`config.mk`:
```
export PLATFORM = sky130hd
export DESIGN_NAME = prog_loader
export DESIGN_NICKNAME = d
export VERILOG_FILES = /design/src/rtl/prog_loader.sv
export SDC_FILE = /design/constraint.sdc
export NUM_CORES = 1
export LEC_CHECK = 0
export ABC_AREA = 1
export CELL_PAD_IN_SITES_DETAIL_PLACEMENT = 2
export CELL_PAD_IN_SITES_GLOBAL_PLACEMENT = 2
export CORE_AREA = 4 4 117 119
export CTS_CLUSTER_SIZE = 25
export DETAILED_ROUTE_END_ITERATION = 16
export DIE_AREA = 0 0 121 123
export GPL_ROUTABILITY_DRIVEN = 0
export PLACE_DENSITY = 0.84
export SKIP_CTS_REPAIR_TIMING = 1
export SLEW_MARGIN = 25
export SYNTH_ARGS = -nofsm -noshare
export SYNTH_HDL_FRONTEND = slang
export SYNTH_SLANG_ARGS = --single-unit
```
`constraint.sdc`:
```
create_clock -name CLK -period 4.1 [get_ports CLK]
set_input_delay 0.82 -clock CLK [delete_from_list [all_inputs] [get_ports CLK]]
set_output_delay 0.82 -clock CLK [all_outputs]
set_load 0.02 [all_outputs]
```
`src/rtl/prog_loader.sv`:
```
// rtl/prog_loader.sv - byte-stream program loader and run-cycle controller for the 9-bit processor
module prog_loader #(
    parameter int IW        = 9,
    parameter int AW        = 10,
    parameter int CW        = 16,
    parameter int START_CYC = 2
) (
    input  logic          CLK,
    input  logic          reset,
    input  logic [7:0]    in_data,
    input  logic          in_valid,
    output logic          in_ready,
    output logic          imem_we,
    output logic [AW-1:0] imem_addr,
    output logic [IW-1:0] imem_wdata,
    output logic          dut_start,
    input  logic          dut_halt,
    output logic          busy,
    output logic          done,
    output logic          timeout,
    output logic          len_err,
    output logic [CW-1:0] cycle_count
);

    typedef enum logic [2:0] {
        IDLE, LEN_HI, INS_LO, INS_HI, START, RUN, DONE
    } state_t;

    localparam int          SCW     = (START_CYC < 2) ? 1 : $clog2(START_CYC + 1);
    localparam logic [16:0] MAX_LEN = 17'(2 ** AW);
    localparam logic [CW-1:0] CNT_MAX = {CW{1'b1}};

    state_t          state_q, state_d;
    logic [7:0]      len_lo_q, len_lo_d;
    logic [7:0]      lo_q, lo_d;
    logic [AW-1:0]   last_q, last_d;
    logic [AW-1:0]   idx_q, idx_d;
    logic [SCW-1:0]  scnt_q, scnt_d;
    logic [CW-1:0]   count_q, count_d;
    logic            done_q, done_d;
    logic            timeout_q, timeout_d;
    logic            len_err_q, len_err_d;
    logic            imem_we_q, imem_we_d;
    logic [AW-1:0]   imem_addr_q, imem_addr_d;
    logic [IW-1:0]   imem_wdata_q, imem_wdata_d;
    logic            in_ready_q, in_ready_d;
    logic            dut_start_q, dut_start_d;
    logic            busy_q, busy_d;

    logic            accept;
    logic [16:0]     n_ext;

    assign accept = in_valid & in_ready_q;
    assign n_ext  = {1'b0, in_data, len_lo_q};

    // Next-state, datapath and registered-output decode
    always_comb begin
        state_d      = state_q;
        len_lo_d     = len_lo_q;
        lo_d         = lo_q;
        last_d       = last_q;
        idx_d        = idx_q;
        scnt_d       = scnt_q;
        count_d      = count_q;
        done_d       = done_q;
        timeout_d    = timeout_q;
        len_err_d    = 1'b0;
        imem_we_d    = 1'b0;
        imem_addr_d  = imem_addr_q;
        imem_wdata_d = imem_wdata_q;

        case (state_q)
            IDLE, DONE: begin
                if (accept) begin
                    len_lo_d  = in_data;
                    done_d    = 1'b0;
                    timeout_d = 1'b0;
                    count_d   = '0;
                    state_d   = LEN_HI;
                end
            end
            LEN_HI: begin
                if (accept) begin
                    if (n_ext == 17'd0 || n_ext > MAX_LEN) begin
                        len_err_d = 1'b1;
                        state_d   = IDLE;
                    end else begin
                        last_d  = AW'(n_ext - 17'd1);
                        idx_d   = '0;
                        state_d = INS_LO;
                    end
                end
            end
            INS_LO: begin
                if (accept) begin
                    lo_d    = in_data;
                    state_d = INS_HI;
                end
            end
            INS_HI: begin
                if (accept) begin
                    imem_we_d    = 1'b1;
                    imem_addr_d  = idx_q;
                    imem_wdata_d = IW'({in_data[0], lo_q});
                    idx_d        = idx_q + 1'b1;
                    if (idx_q == last_q) begin
                        scnt_d  = '0;
                        state_d = START;
                    end else begin
                        state_d = INS_LO;
                    end
                end
            end
            START: begin
                // First START cycle carries the final write; START_CYC more follow it
                if (scnt_q == SCW'(START_CYC)) begin
                    state_d = RUN;
                end else begin
                    scnt_d = scnt_q + 1'b1;
                end
            end
            RUN: begin
                if (dut_halt) begin
                    done_d  = 1'b1;
                    state_d = DONE;
                end else begin
                    count_d = count_q + 1'b1;
                    if (count_d == CNT_MAX) begin
                        done_d    = 1'b1;
                        timeout_d = 1'b1;
                        state_d   = DONE;
                    end
                end
            end
            default: state_d = IDLE;
        endcase

        in_ready_d  = !(state_d == START || state_d == RUN);
        dut_start_d = !(state_d == RUN || state_d == DONE);
        busy_d      = !(state_d == IDLE || state_d == DONE);
    end

    // State and output registers; reset returns to IDLE with the processor held
    always_ff @(posedge CLK) begin
        if (reset) begin
            state_q      <= IDLE;
            len_lo_q     <= '0;
            lo_q         <= '0;
            last_q       <= '0;
            idx_q        <= '0;
            scnt_q       <= '0;
            count_q      <= '0;
            done_q       <= 1'b0;
            timeout_q    <= 1'b0;
            len_err_q    <= 1'b0;
            imem_we_q    <= 1'b0;
            imem_addr_q  <= '0;
            imem_wdata_q <= '0;
            in_ready_q   <= 1'b1;
            dut_start_q  <= 1'b1;
            busy_q       <= 1'b0;
        end else begin
            state_q      <= state_d;
            len_lo_q     <= len_lo_d;
            lo_q         <= lo_d;
            last_q       <= last_d;
            idx_q        <= idx_d;
            scnt_q       <= scnt_d;
            count_q      <= count_d;
            done_q       <= done_d;
            timeout_q    <= timeout_d;
            len_err_q    <= len_err_d;
            imem_we_q    <= imem_we_d;
            imem_addr_q  <= imem_addr_d;
            imem_wdata_q <= imem_wdata_d;
            in_ready_q   <= in_ready_d;
            dut_start_q  <= dut_start_d;
            busy_q       <= busy_d;
        end
    end

    assign in_ready    = in_ready_q;
    assign imem_we     = imem_we_q;
    assign imem_addr   = imem_addr_q;
    assign imem_wdata  = imem_wdata_q;
    assign dut_start   = dut_start_q;
    assign busy        = busy_q;
    assign done        = done_q;
    assign timeout     = timeout_q;
    assign len_err     = len_err_q;
    assign cycle_count = count_q;

endmodule

```
==> summary.txt, run 1 <==
Run status
  – Status: finished, final reports clean

Job
  – Max_cap viols: 0

Detailed routing
  – DRC Markers: 0
  – Vias per Instance: roughly 5
  – ANT nets after route: 0
  – Wire per inst: 16.5 µm
  – Initial DRC count: 153
  – Post-Route WL: 13500 µm
  – WL met1: between 6000 and 7000 µm
  – Pre-antenna DRT Iters: 4
  – Routed via count: roughly 4100
  – Met2 routed WL: 6730 µm
  – Top layer used by detailed routing: met4
  – WL met3: 407 µm

Timing
  – Worst Skew: 0.00799 ns
  – Clock period minus worst slack: ~2.9 ns
  – Slew Limit Fails: 0
  – Final hold violation count: 0
  – Fmax: between 0.3 and 0.4 GHz
  – Final period util: 70.9%
  – Worst-margin pin slew: a little over 0.8 ns
  – Final TNS setup: 0 ns
  – Final WS setup: around 1.2 ns
  – # setup viols final: 0
  – RSZ-0062 raised after global routing: false
  – Max-slew headroom: 45.4%

Pwr
  – Sw Pwr: 0.435 mW
  – Int Pwr: 1.35 mW
  – Power density cells: 350 nW/µm²
  – Seq pwr share: between 40% and 50%
  – Combinational power share: 7.5%
  – Net Sw Frac: 24.3%
  – Clock network fraction of total power: 45.9%
  – P_leak: between 1.5 and 2 nW
  – Worst vdd ir: roughly 0.15 mV

Final layout
  – Final Core Density: 40.7%
  – Ant diodes: 0
  – Nets: 660
  – P&R area growth vs syn: 24.2%
  – Share of cells above drive strength 1: between 8 and 9%

Synthesis
  – Synth unique cells: 38
  – Syn avg cell area: between 6 and 7 µm²
  – Main synth FF type: dfxtp_1
  – Post-synthesis sequential area ratio: 40.4%
  – Post-synthesis register bit count: between 80 and 90
  – Asr flop ratio synth: 0%
  – Mapped Area: 4120 µm²
  – Number of synthesized flops with an enable pin: 0
  – Ys Warns: 0
  – Syn Inst Count: 592
  – Mapped Nets: 609

Critical path
  – CP Capture Type: register
  – CP max FO: 15
  – Crit path DAT: 3.12 ns
  – Reg2Reg Depth: 9
  – WS Path Type: in -> reg
  – Required @ worst endpoint: 4.31 ns
  – Startpoint Class: input port

Clock network
  – Clk slew on worst S/H paths: 0.06 ns
  – TritonCTS Sinks: 83
  – H-tree Lvls: 3
  – CTS Root Buffer Type: clkbuf_16
  – Worst-Skew Late Latency: 0.35 ns
  – CTS buffer count: 9
  – CTS tree: built
  – Clock Path Buffers: 2

Die
  – Die area: 14900 µm²
  – DIE WIDTH: 121 µm
  – Rows: 41
  – Starting density of the core: about a third
  – Ports: 54
  – Core box area: roughly 13000 µm²
  – Die Ht: 123 µm

Global route
  – Via count of the first global-routing pass: 4441
  – Total global routing overflow: 0
  – Largest net degree at the start of global routing: 30
  – Gr usage total: 19.4%
  – Global-route wire length before repair: 22800 µm
  – Initial antenna violation count: 0

Worst hold path
  – Hold WC Path Type: reg -> reg
  – Depth of the worst hold-timing path: 1

Placed design
  – HPWL Detailed: 10100 µm
  – IO Port Bufs: 53
  – Pre-CTS setup slack: between 0.8 and 0.9 ns
cells in the final DEF, fill, tap and decap left out, types with 2 or more instances in the layout:
master / n
nand3_2: 2
nor3_1: 11
nand3b_1: 7
nor2_2: 6
nand4_1: 12
nand2_2: 7
a211oi_1: 5
clkinv_2: 3
nand3_1: 21
nor2_1: 82
nor2_4: 5
buf_4: 5
clkbuf_16: 9
clkdlybuf4s50_1: 53
nor4_1: 3
inv_2: 6
a31oi_1: 2
a21oi_1: 51
o21ai_0: 48
o21ai_1: 3
nand2_1: 123
a21oi_2: 2
inv_1: 64
nor3_2: 3
dfxtp_1: 83
xnor2_1: 2
ha_1: 5
xor2_1: 10
registers in the layout, indices dropped and copies added, names as in the netlist:
signal and cells:
len_lo_q 8, done 1, imem_we 1, scnt_q 2, timeout 1, last_q 10
state_q 3, dut_start 1, idx_q 10, cycle_count 16, lo_q 8, in_ready 1
imem_addr 10, busy 1, len_err 1, imem_wdata 9
synthesized netlist by cell type, types with 2 or more instances:
master	count	area share (%)
a21oi_1	51	6.2
o21ai_1	3	0.36
a31oi_1	2	0.30
nor3_1	11	1.3
inv_1	64	5.8
buf_2	5	0.61
nor4_1	3	0.46
nand4_1	12	1.8
nand2_1	123	11
nor2_2	6	0.91
dfxtp_1	83	40
xor2_1	10	2.1
inv_2	6	0.55
xnor2_1	2	0.43
nor2_4	5	1.4
a211oi_1	5	0.91
nand2_2	7	1.1
nand3b_1	7	1.3
a21oi_2	2	0.43
nor2_1	82	7.5
nand3_1	21	2.6
ha_1	5	1.5
o21ai_0	48	5.8
nand3_2	2	0.49
nor3_2	3	0.73
clkbuf_1	12	1.1
through the flow:
stage | hold slack, ns | instance area (µm²) | std cells | power, mW
final | 0.462 | 5110 | 820 | 1.79
after global routing | 0.482 | 5110 | 820 | 1.86
after CTS | 0.460 | 5110 | 820 | 1.81
after detailed placement | 0.445 | 4820 | 804 | 0.985
after global placement | 0.424 | 4820 | 804 | 0.978
after floorplan | 0.406 | 4120 | 592 | 0.932
power groups by stage:
stage	logic [mW]	clock network, mW	registers [mW]
2_1_floorplan	0.0783	0	0.853
3_3_place_gp	0.128	0	0.850
3_5_place_dp	0.134	0	0.851
4_1_cts	0.137	0.841	0.833
5_1_grt	0.151	0.873	0.835
6_report	0.135	0.820	0.833
worst paths after layout:
kind                from             end  slack (ns)
max             in_valid  cycle_count[2]        1.19
min reg2reg  len_lo_q[0]       last_q[0]        0.46
min          len_lo_q[0]       last_q[0]        0.46
max reg2reg   state_q[1]  cycle_count[2]        1.75
final cells by class:
| cell class | instances | area (µm²) |
|---|---|---|
| tap | 172 | 215 |
| clock inverter | 5 | 52.6 |
| multi-input combinational | 420 | 2110 |
| timing repair buffer | 58 | 568 |
| fill | 1490 | 7460 |
| inverter | 71 | 267 |
| sequential | 83 | 1660 |
| clock buffer | 11 | 243 |
layer usage:
metal / global-route usage (%) / up-vias
met1: 24.5 / 2001
li1: - / 2015
met2: 33.9 / 61
met4: 6.66 / 0
met3: 2.70 / 15
met5: 0 / -
worst max-delay path, stage by stage:
cell and delay [ns]:
clkdlybuf4s50_1 0.39, nand2_1 0.21, inv_1 0.16, nand2_1 0.36
inv_1 0.26, nor2_2 0.60, inv_1 0.13, nor2_1 0.12
a211oi_1 0.05
cell families after synthesis:
family          synth area share (%)
compound gates                  15.1
buf+inv                         8.45
simple gates                    32.0
flops                           40.4
xor+xnor                        2.55
fa+ha+maj                       1.52
(Power assumes the default switching activity.)
==> run 2: changes to the inputs <==
Settings changed: CORE_AREA 4 4 117 119 to 4 4 121 123, DIE_AREA 0 0 121 123 to 0 0 125 127, PLACE_DENSITY 0.84 to 0.8.
Clock period 4.1 ns to 3 ns, I/O delays scaled along.
==> run 2 against run 1 <==
- die area is 6.7% higher
- combinational power up 41%
- first-iteration DRC count fell by 17%
- global-route usage shrank 0.54 points
- final cell count up 1.3%
- highest routed layer unchanged
- largest cell class unchanged
==> summary.txt, run 2 (synthesis gave the netlist of run 1 again) <==
Job
  – Max_cap viols: 0 (unchanged)

Detailed routing
  – Pre-antenna DRT Iters: 4 (unchanged)
  – Wire per inst: 17.3 µm (was 16.5 µm)
  – Initial DRC count: 127 (was 153)
  – DRC Markers: 0 (unchanged)
  – Vias per Instance: 4.98 (was 4.99)
  – Routed via count: 4140 (was 4092)
  – Post-Route WL: 14400 µm (was 13500 µm)
  – ANT nets after route: 0 (unchanged)

Critical path
  – Reg-to-Reg Start: len_lo_q[0] (was state_q[1])
  – CP max FO: 13 (was 15)
  – Reg2Reg Depth: 13 (was 9)
  – Required @ worst endpoint: 3.24 ns (was 4.31 ns)
  – R2R Setup Slk: 0.62 ns (was 1.75 ns)
  – Startpoint Class: register (was input port)
  – Bufs and invs on worst path: 1 (was 4)
  – Crit path DAT: 2.62 ns (was 3.12 ns)
  – Max stage delay on crit path: 0.53 ns (was 0.60 ns)
  – Crit-path cells: inv_1 -> ha_1 -> nand2_2 -> nor2_4 -> nand3_2 -> a21oi_2 -> nand2_2 -> nor3_2 -> nor2_1 -> nand2_1 -> nand2_1 -> nand2_1 -> nor2_1 (was clkdlybuf4s50_1 -> nand2_1 -> inv_1 -> nand2_1 -> inv_1 -> nor2_2 -> inv_1 -> nor2_1 -> a211oi_1)
  – CP Capture Type: register (unchanged)
  – Delay-heaviest family, CP: simple AND/OR/NAND/NOR gates (unchanged)
  – CP dominant cell by count: nand2_1 (was inv_1)
  – WS Path Type: reg -> reg (was in -> reg)
  – Crit Reg-Reg Endpoint: busy (was cycle_count[2])
  – Slowest-stage cell, CP: nor3_2 (was nor2_2)

Clock network
  – CTS tree: built (unchanged)
  – H-tree Lvls: 3 (unchanged)
  – CTS Root Buffer Type: clkbuf_16 (unchanged)
  – TritonCTS Sinks: 83 (unchanged)
  – Clk slew on worst S/H paths: 0.06 ns (about the same)
  – Worst-Skew Late Latency: 0.35 ns (about the same)
  – Clock Path Buffers: 2 (unchanged)
  – CTS buffer count: 9 (unchanged)

Die
  – Ports: 54 (unchanged)
  – Starting density of the core: 30.1% (was 32.7%)
  – Rows: 43 (was 41)
  – Core box area: 13700 µm² (was 12600 µm²)
  – Die area: 15900 µm² (was 14900 µm²)
  – DIE WIDTH: 125 µm (was 121 µm)
  – Die Ht: 127 µm (was 123 µm)

Timing
  – Max-slew headroom: 43.1% (was 45.4%)
  – Slew Limit Fails: 0 (unchanged)
  – # setup viols final: 0 (unchanged)
  – Worst Skew: 0.00483 ns (was 0.00799 ns)
  – Worst-margin pin slew: 0.850 ns (was 0.816 ns)
  – Final period util: 79.4%
  – Final hold violation count: 0 (unchanged)
  – RSZ-0062 raised after global routing: false (unchanged)
  – Fmax: around 0.42 GHz
  – Final TNS setup: 0 ns (unchanged)
  – Clock period minus worst slack: 2.38 ns

Global route
  – Total global routing overflow: 0 (unchanged)
  – Global-route wire length before repair: 24200 µm (was 22800 µm)
  – Initial antenna violation count: 0 (unchanged)
  – Via count of the first global-routing pass: 4659 (was 4441)
  – Largest net degree at the start of global routing: 26 (was 30)
  – Gr usage total: 18.8% (was 19.4%)

Final layout
  – Ant diodes: 0 (unchanged)
  – Nets: 664 (was 660)
  – Final Core Density: 37.9% (was 40.7%)
  – Share of cells above drive strength 1: 9.22% (was 8.64%)
  – Largest register FFs: 16 (unchanged)
  – Most frequent cells in the layout: nand2_1, dfxtp_1, nor2_1, inv_1, clkdlybuf4s50_1 (unchanged)
  – P&R area growth vs syn: 26.0% (was 24.2%)
  – Most common cell after layout, fill and taps aside: nand2_1 (unchanged)

Worst hold path
  – WHS Endpoint: last_q[0] (unchanged)
  – Worst Hold Launch: len_lo_q[0] (unchanged)
  – Depth of the worst hold-timing path: 1 (unchanged)
  – Hold WC Path Type: reg -> reg (unchanged)

Pwr
  – P_leak: 1.88 nW (was 1.85 nW)
  – Worst vdd ir: 0.212 mV (was 0.151 mV)
  – Power density cells: 497 nW/µm² (was 350 nW/µm²)

Placed design
  – HPWL Detailed: 10700 µm (was 10100 µm)
  – IO Port Bufs: 53 (unchanged)

Run status
  – Status: finished, final reports clean (unchanged)
-- run 2: changes by cell type in the layout (fill, tap and decap cells not counted) --
cell,previous run,this run
clkinv_4,0,1
bufinv_16,1,2
clkbuf_1,1,0
buf_4,5,9
clkinvlp_4,1,0
clkinv_2,3,1
clkbuf_8,1,2
-- run 2: per-stage QoR --
step           worst slack (ns)  cells  power [mW]  hold slack (ns)  area [µm²]
2_1_floorplan              1.02    592        1.27            0.406        4120
3_3_place_gp              0.439    816        1.35            0.438        4860
3_5_place_dp              0.284    816        1.36            0.439        4860
4_1_cts                   0.577    831        2.60            0.443        5180
5_1_grt                   0.385    831        2.68            0.477        5180
6_report                  0.619    831        2.58            0.446        5180
-- run 2: cell type report --
class / count / area [µm²]
clock inverters: 4 / 73.8
repair buffers: 62 / 598
clock buffers: 11 / 253
inverters: 71 / 267
flip-flops and latches: 83 / 1660
well taps: 180 / 225
fillers: 1654 / 8480
multi-input cells: 420 / 2110
-- run 2: worst max path at each step --
stage	start	to	slack, ns	depth (start not counted)
floorplan	cycle_count[1]	busy	1.02	14
global placement	in_valid	lo_q[5]	0.44	6
detailed placement	in_valid	lo_q[4]	0.28	6
CTS	in_valid	lo_q[4]	0.58	6
global route	cycle_count[1]	busy	0.39	16
finish	len_lo_q[0]	busy	0.62	13
-- run 2: report_power, final --
part | internal (mW) | switching [mW] | total (mW)
Combinational | 0.0693 | 0.122 | 0.191
Clock | 0.771 | 0.476 | 1.25
Sequential | 1.12 | 0.0203 | 1.14
-- run 2: routing by layer --
metal	wire, µm	global-route usage (%)
met5	0	0
met4	280	6.76
met3	366	2.72
met2	7240	33.8
met1	6490	23.0
